`config.mk`:
```
export PLATFORM = sky130hd
export DESIGN_NAME = fetch_unit
export DESIGN_NICKNAME = d
export VERILOG_FILES = /design/src/rtl/fetch_unit.sv
export SDC_FILE = /design/constraint.sdc
export NUM_CORES = 1
export LEC_CHECK = 0
export ABC_AREA = 1
export CAP_MARGIN = 10
export CELL_PAD_IN_SITES_DETAIL_PLACEMENT = 0
export CELL_PAD_IN_SITES_GLOBAL_PLACEMENT = 2
export CORE_MARGIN = 2
export CORE_UTILIZATION = 25
export CTS_BUF_LIST = sky130_fd_sc_hd__clkbuf_4 sky130_fd_sc_hd__clkbuf_8
export CTS_CLUSTER_DIAMETER = 40
export DETAILED_ROUTE_END_ITERATION = 8
export HOLD_SLACK_MARGIN = 0.12
export PLACE_DENSITY_LB_ADDON = 0.15
export SYNTH_ARGS = -nofsm -noshare
export SYNTH_HDL_FRONTEND = slang
export SYNTH_SLANG_ARGS = --single-unit
```
`constraint.sdc`:
```
create_clock -name clk -period 1.8 [get_ports clk]
set_clock_uncertainty 0.05 [all_clocks]
set_input_delay 0.18 -clock clk [delete_from_list [all_inputs] [get_ports clk]]
set_output_delay 0.18 -clock clk [all_outputs]
set_load 0.05 [all_outputs]
```
`src/rtl/fetch_unit.sv`:
```
// fetch_unit: instruction fetch stage with a 5-bit PC, one-deep instruction
// register and a valid/ready handshake towards the decoder.
//
// FSM: IDLE -> FETCH -> ISSUE. FETCH latches rom_data into instr. ISSUE holds
// instr stable until it is accepted or flushed by a jump.
//
// Ports:
//   clk, rst_n       clock; asynchronous active-low reset, deassertion
//                    synchronised inside the block
//   run              fetch enable (level)
//   rom_addr/rom_data  program memory read port; rom_addr is the PC register
//   instr, instr_pc  issued instruction and the address it came from
//   instr_valid/instr_ready  handshake towards downstream
//   jump, jump_addr  one-cycle PC redirect; jump_addr=0 is redirected to 1
//
// Build option: define FETCH_NOP_SKIP_EN to drop NOP words (opcode field ==
// NOP_OPCODE) in FETCH instead of issuing them.
module fetch_unit #(
    parameter int INSTR_W    = 8,
    parameter int OP_W       = 4,
    parameter int NOP_OPCODE = 0
) (
    input  logic               clk,
    input  logic               rst_n,
    input  logic               run,
    output logic [4:0]         rom_addr,
    input  logic [INSTR_W-1:0] rom_data,
    output logic [INSTR_W-1:0] instr,
    output logic [4:0]         instr_pc,
    output logic               instr_valid,
    input  logic               instr_ready,
    input  logic               jump,
    input  logic [4:0]         jump_addr
);

    typedef enum logic [1:0] {IDLE, FETCH, ISSUE} state_t;

    state_t     state, state_nx;
    logic [4:0] pc, pc_nx;
    logic       load;
    logic [1:0] rst_sync;

    // Address 0 is reserved: the PC wraps 31 -> 1 and a jump to 0 lands on 1.
    function automatic logic [4:0] pc_inc(input logic [4:0] p);
        return (p == 5'd31) ? 5'd1 : p + 5'd1;
    endfunction

    logic [4:0] jump_tgt;
    assign jump_tgt = (jump_addr == 5'd0) ? 5'd1 : jump_addr;

`ifdef FETCH_NOP_SKIP_EN
    logic is_nop;
    assign is_nop = (rom_data[INSTR_W-1 -: OP_W] == OP_W'(NOP_OPCODE));
`endif

    // Reset assertion is immediate; release reaches the FSM two edges later,
    // so the first state change happens on the third edge after release.
    always_ff @(posedge clk or negedge rst_n) begin
        if (!rst_n) rst_sync <= 2'b00;
        else        rst_sync <= {rst_sync[0], 1'b1};
    end

    always_comb begin
        state_nx = state;
        pc_nx    = pc;
        load     = 1'b0;
        case (state)
            IDLE:  if (run) state_nx = FETCH;
            FETCH: begin
                // A jump discards this fetch; the redirected PC is fetched next.
                if (!jump) begin
`ifdef FETCH_NOP_SKIP_EN
                    if (is_nop) begin
                        pc_nx = pc_inc(pc);
                    end else begin
                        load     = 1'b1;
                        pc_nx    = pc_inc(pc);
                        state_nx = ISSUE;
                    end
`else
                    load     = 1'b1;
                    pc_nx    = pc_inc(pc);
                    state_nx = ISSUE;
`endif
                end
            end
            ISSUE: begin
                // Jump flushes the pending word; a same-cycle handshake still
                // counts as accepted downstream.
                if (jump || instr_ready) state_nx = run ? FETCH : IDLE;
            end
            default: state_nx = IDLE;
        endcase
        if (jump) pc_nx = jump_tgt;
    end

    always_ff @(posedge clk or negedge rst_n) begin
        if (!rst_n) begin
            state    <= IDLE;
            pc       <= 5'd1;
            instr    <= '0;
            instr_pc <= 5'd0;
        end else if (!rst_sync[1]) begin
            state    <= IDLE;
            pc       <= 5'd1;
            instr    <= '0;
            instr_pc <= 5'd0;
        end else begin
            state <= state_nx;
            pc    <= pc_nx;
            if (load) begin
                instr    <= rom_data;
                instr_pc <= pc;
            end
        end
    end

    assign rom_addr    = pc;
    assign instr_valid = (state == ISSUE);

endmodule

```
# == After elaboration in Yosys (flattened, before gate mapping) ==
# Cells that the tools add are included.
# totals
reg_bits,22
latchBits,0
ramBits,0
mem_bits_ro,0
inputBits,18
output_inout_bits,19
wordCells,35
n_memories,0
# op_classes
addsub,1
mul,0
n_div,0
order_cmp,0
n_eq_ne,8
n_shift,0
muxes,17
bitwise_logic,0
reduce_logical,4
# ops
cell,count
$mux 5,7
$mux 8,2
$mux 2,4
$ne 3x2->1 const B,2
$ne 3x3->1 const B,2
$pmux 2 s3,1
$add 5x1->5 const B,1
$eq 5x5->1 const B,1
$logic_not 5->1,1
$mux 1,3
$reduce_and 3->1,1
$eq 2x1->1 const B,1
$eq 2x2->1 const B,1
$logic_not 2->1,1
$ne 2x2->1 const B,1
$logic_or 1x1->1,1

# == Logic depth before layout (Yosys ltp) ==
# depth
ltp_word,5
depth_mapped,9
ltp_nobuf,9

# == Worst setup path after synthesis ==
# No wires, ideal clock.
# synth_path
kind,register to register
startpoint,"register pc[0], in the netlist rom_addr[0]"
endpoint,"register pc[4], in the netlist rom_addr[4]"
setup_time_ns,0.129
arrival_ns,1.535
t_required_ns,1.621
slack_ns,0.087
stages_incl_launch_ff,7
n_path_buf,0
synth_period_minus_slack_ns,1.713
path_cell_list,dfstp_2 > ha_1 > nand2_1 > nor2_1 > ha_1 > o21ai_0 > o22ai_1
# synth_between
elab_chain_cells,5
elab_cells_between_ends,6
# synth_rtl
element,line,text
"start, declared",39,"logic [4:0] pc, pc_nx;"
"start signal, assigned",110,pc <= pc_nx;
$add 5x1->5 or $eq 5x5->1 (tied branches),45,return (p == 5'd31) ? 5'd1 : p + 5'd1;
$mux 5 *,45,
$mux 5 *,67,case (state)
$mux 5 *,94,if (jump) pc_nx = jump_tgt;
$mux 5 *,103,end else if (!rst_sync[1]) begin
# Mark *: on every way between the ends. The rest lies on a longest branch, timed or not. The select of a mux whose other input is x is not followed.
# A chain may end at the register's enable or synchronous reset.

# == Worst setup path after layout ==
# layout_path
startpoint,register instr_pc[0]
endpoint,output instr_pc[0]
# layout_rtl
element,line,text
"start, declared",29,"output logic [4:0] instr_pc,"
"start signal, assigned",113,instr_pc <= pc;
# No word-level cell between the ends.

==> out/results.tsv <==
stage	metric	value	unit
sta	max_freq	0.601	GHz
final_layout	fin_util	37.6	%
sta	maxSlewHeadroom	66.3	%
global_routing	grt_antenna_before_repair	0	
worst_setup_path	criticalPathCategory	reg -> out	
route	firstDrtPassIters	4	
logic_synthesis	synthCells	121	
sta	hold_violations	0	
logic_synthesis	synth_nets	141	
final_layout	area_growth_syn_to_layout	46.1	%
sta	rsz0062_at_grt	false	
global_routing	grtUsageTotal	12.6	%
logic_synthesis	ys_warn_count	0	
final_layout	final_area	1490	um2
place	postPlaceCellArea	1430	um2
logic_synthesis	ys_top_cells_by_area	dfrtp_1 51%, inv_1 8.8%, o21ai_0 6.4%, nand2_1 6.3%, nand3_1 5.9%	
sta	fin_crit	1660	ps
route	detail_route.wl_per_cell	12.2	um
global_routing	grt_max_degree	23	
route	remaining_drc_errors	0	
die	start_util	25.7	%
worst_setup_path	cp_cell_sequence	clkdlybuf4s50_1	
logic_synthesis	syn_area	1020	um2
sta	worstMarginPinSlew	503	ps
clocking	clockBufferDepth	2	
power_and_ir_drop	pwr_density_cell	856	nW/um2
die	die_w	67.9	um
place	placed_cells	206	
route	vias	922	
die	num_rows	23	
final_layout	fin_nets	182	
sta	finalSetupViolations	0	
global_routing	overflow	0	
sta	final.setup.worst_slack	137	ps
route	drt-initial-drc-count	40	
die	dieArea	4610	um2
worst_setup_path	arrival	1430	ps
die	fp.dieH	67.9	um
clocking	ctsHtreeMaxLevel	1	
min_path	holdCritPathClass	in -> async	
place	gp_congestion	0.756	
clocking	clock-sinks	22	
worst_setup_path	slowest_delay	810	ps
place	portBuffers	36	
final_layout	layout_commonest_cell	clkdlybuf4s50_1	
logic_synthesis	yosysSeqAreaShare	54.0	%
die	pin_count	37	
clocking	cts_root_buf	clkbuf_8	
logic_synthesis	synth_top_area_share	51.5	%
worst_setup_path	cp-start-kind	flip-flop	
worst_setup_path	cp.required	1570	ps
worst_setup_path	crit_path_top_delay_cell	clkdlybuf4s50_1	
logic_synthesis	ys_types	19	
logic_synthesis	syn_avg_cell_area	8.44	um2
clocking	ctsHoldBuffers	0	
global_routing	grt_pass1_vias	881	
logic_synthesis	yosysTopAreaCell	dfrtp_1	
die	fp.coreArea	3970	um2
sta	finalSetupTns	0	ps
clocking	cts_buffers	3	
sta	period_share	92.4	%
logic_synthesis	ys_seq_elements	22	
job	drv_cap	0	
status	status	finished, final reports clean	
worst_setup_path	cp_top_family	buffers and inverters	
worst_setup_path	critPathCaptureType	output pin	
clocking	path_clk_slew	80	ps
route	postRouteAntennaNets	0	
clocking	cts_tree	done	
worst_setup_path	crit_fanout	2	
final_layout	final_cells	211	
route	drt_wl_total	2580	um
global_routing	grt_pass1_wl	4240	um
final_layout	antenna_cells	0	
worst_setup_path	timing.critical_path.buf_inv	1	
place	dp_hpwl	1950	um
final_layout	most-common-layout-cells	29 x clkdlybuf4s50_1, 24 x inv_1, 21 x dfrtp_1	
sta	final_max_slew_viol_count	0	
power_and_ir_drop	peakVddDrop	0.328	mV
place	pre_cts_slack	137	ps
final_layout	drive_gt1_share	11.2	%
power_and_ir_drop	p_leak	0.691	nW
clocking	clock_latency	260	ps
route	avgViaCountPerCell	4.37	
-- cell usage after synthesis --
library cell and n:
nor3_1 1, o21ai_0 13, nand2_2 1, dfstp_2 1
nand4_1 2, o21ai_2 1, dfrtp_1 21, o22ai_1 7
nand2_1 17, conb_1 1, o31ai_1 1, o21ai_1 1
ha_1 2, nand3_1 12, nor2_1 10, a21oi_1 1
buf_2 4, inv_1 24, mux2i_1 1
-- where the power goes --
group	internal [W]	switching (W)	leakage, nW	total, W
registers	0.000535	0.0000330	0.284	0.000568
logic	0.000131	0.000230	0.378	0.000360
clock network	0.000195	0.000154	0.0288	0.000349
-- flip-flops by register name (all words and copies together) (netlist names) --
name / cells
instr: 8
instr_pc: 5
rom_addr: 5
rst_sync: 2
state: 2
-- repair_timing --
item / 4_1_cts / 5_1_grt
resized for setup: 0 / 1
buffers inserted: 0 / 1
setup endpoints to repair: 0 / 2
-- per-stage QoR --
step | hold slack, ps | total power (W)
finish | 154 | 0.00128
floorplan | -166 | 0.000788
CTS | 155 | 0.00129
detailed placement | 293 | 0.000936
global placement | 285 | 0.000938
global route | 163 | 0.00135
-- cells by family (layout without fill, tap and decap cells) --
group / count (synthesis) / count (layout) / synth area share, %
buffers and inverters: 28 / 68 / 10.8
DFF: 22 / 22 / 54.0
adders and majority gates: 2 / 2 / 2.45
muxes: 1 / 1 / 0.980
and+or+nand+nor: 43 / 43 / 18.1
AOI/OAI and AO/OA: 24 / 24 / 13.2
other: 1 / 1 / 0.367
-- per-layer routing --
layer | vias to the layer above | global-route usage, % | wire length (um)
li1 | 467 | - | -
met1 | 435 | 18.7 | 1290
met2 | 18 | 17.6 | 1180
met3 | 2 | 2.63 | 89
met4 | 0 | 5.25 | 25
met5 | - | 0 | 0
-- path summary, 6_finish.rpt --
kind / start / end / slack, ps / cells after the start
max in group asynchronous: rst_n / instr[5]$_DFFE_PN0P_ / 1000 / 2
min in group clk: rst_sync[0]$_DFF_PN0_ / rst_sync[1]$_DFF_PN0_ / 310 / 0
worst min register to register: rst_sync[0]$_DFF_PN0_ / rst_sync[1]$_DFF_PN0_ / 310 / 0
worst max-delay path: instr_pc[0]$_DFFE_PN0P_ / instr_pc[0] / 140 / 1
worst max register to register: rom_addr[0]$_DFFE_PN1P_ / rom_addr[2]$_DFFE_PN0P_ / 230 / 9
worst min-delay path: rst_n / rom_addr[4]$_DFFE_PN0P_ / 150 / 1
-- worst reg2reg max path, cell delays in order (launching register included) --
cell and delay [ps]:
dfstp_2 540, ha_1 160, nand2_1 70, nor2_1 120
ha_1 180, inv_1 60, nand2_1 60, o21ai_0 80
nand2_1 80, o21ai_1 60
-- layout make-up --
type / instances / area [um2]
clock buffers: 4 / 55.1
fillers: 411 / 2480
inverters: 24 / 90.1
multi-input cells: 71 / 359
flip-flops and latches: 22 / 552
well taps: 50 / 62.6
repair buffers: 40 / 373
Power figures use the tool's default switching activity.
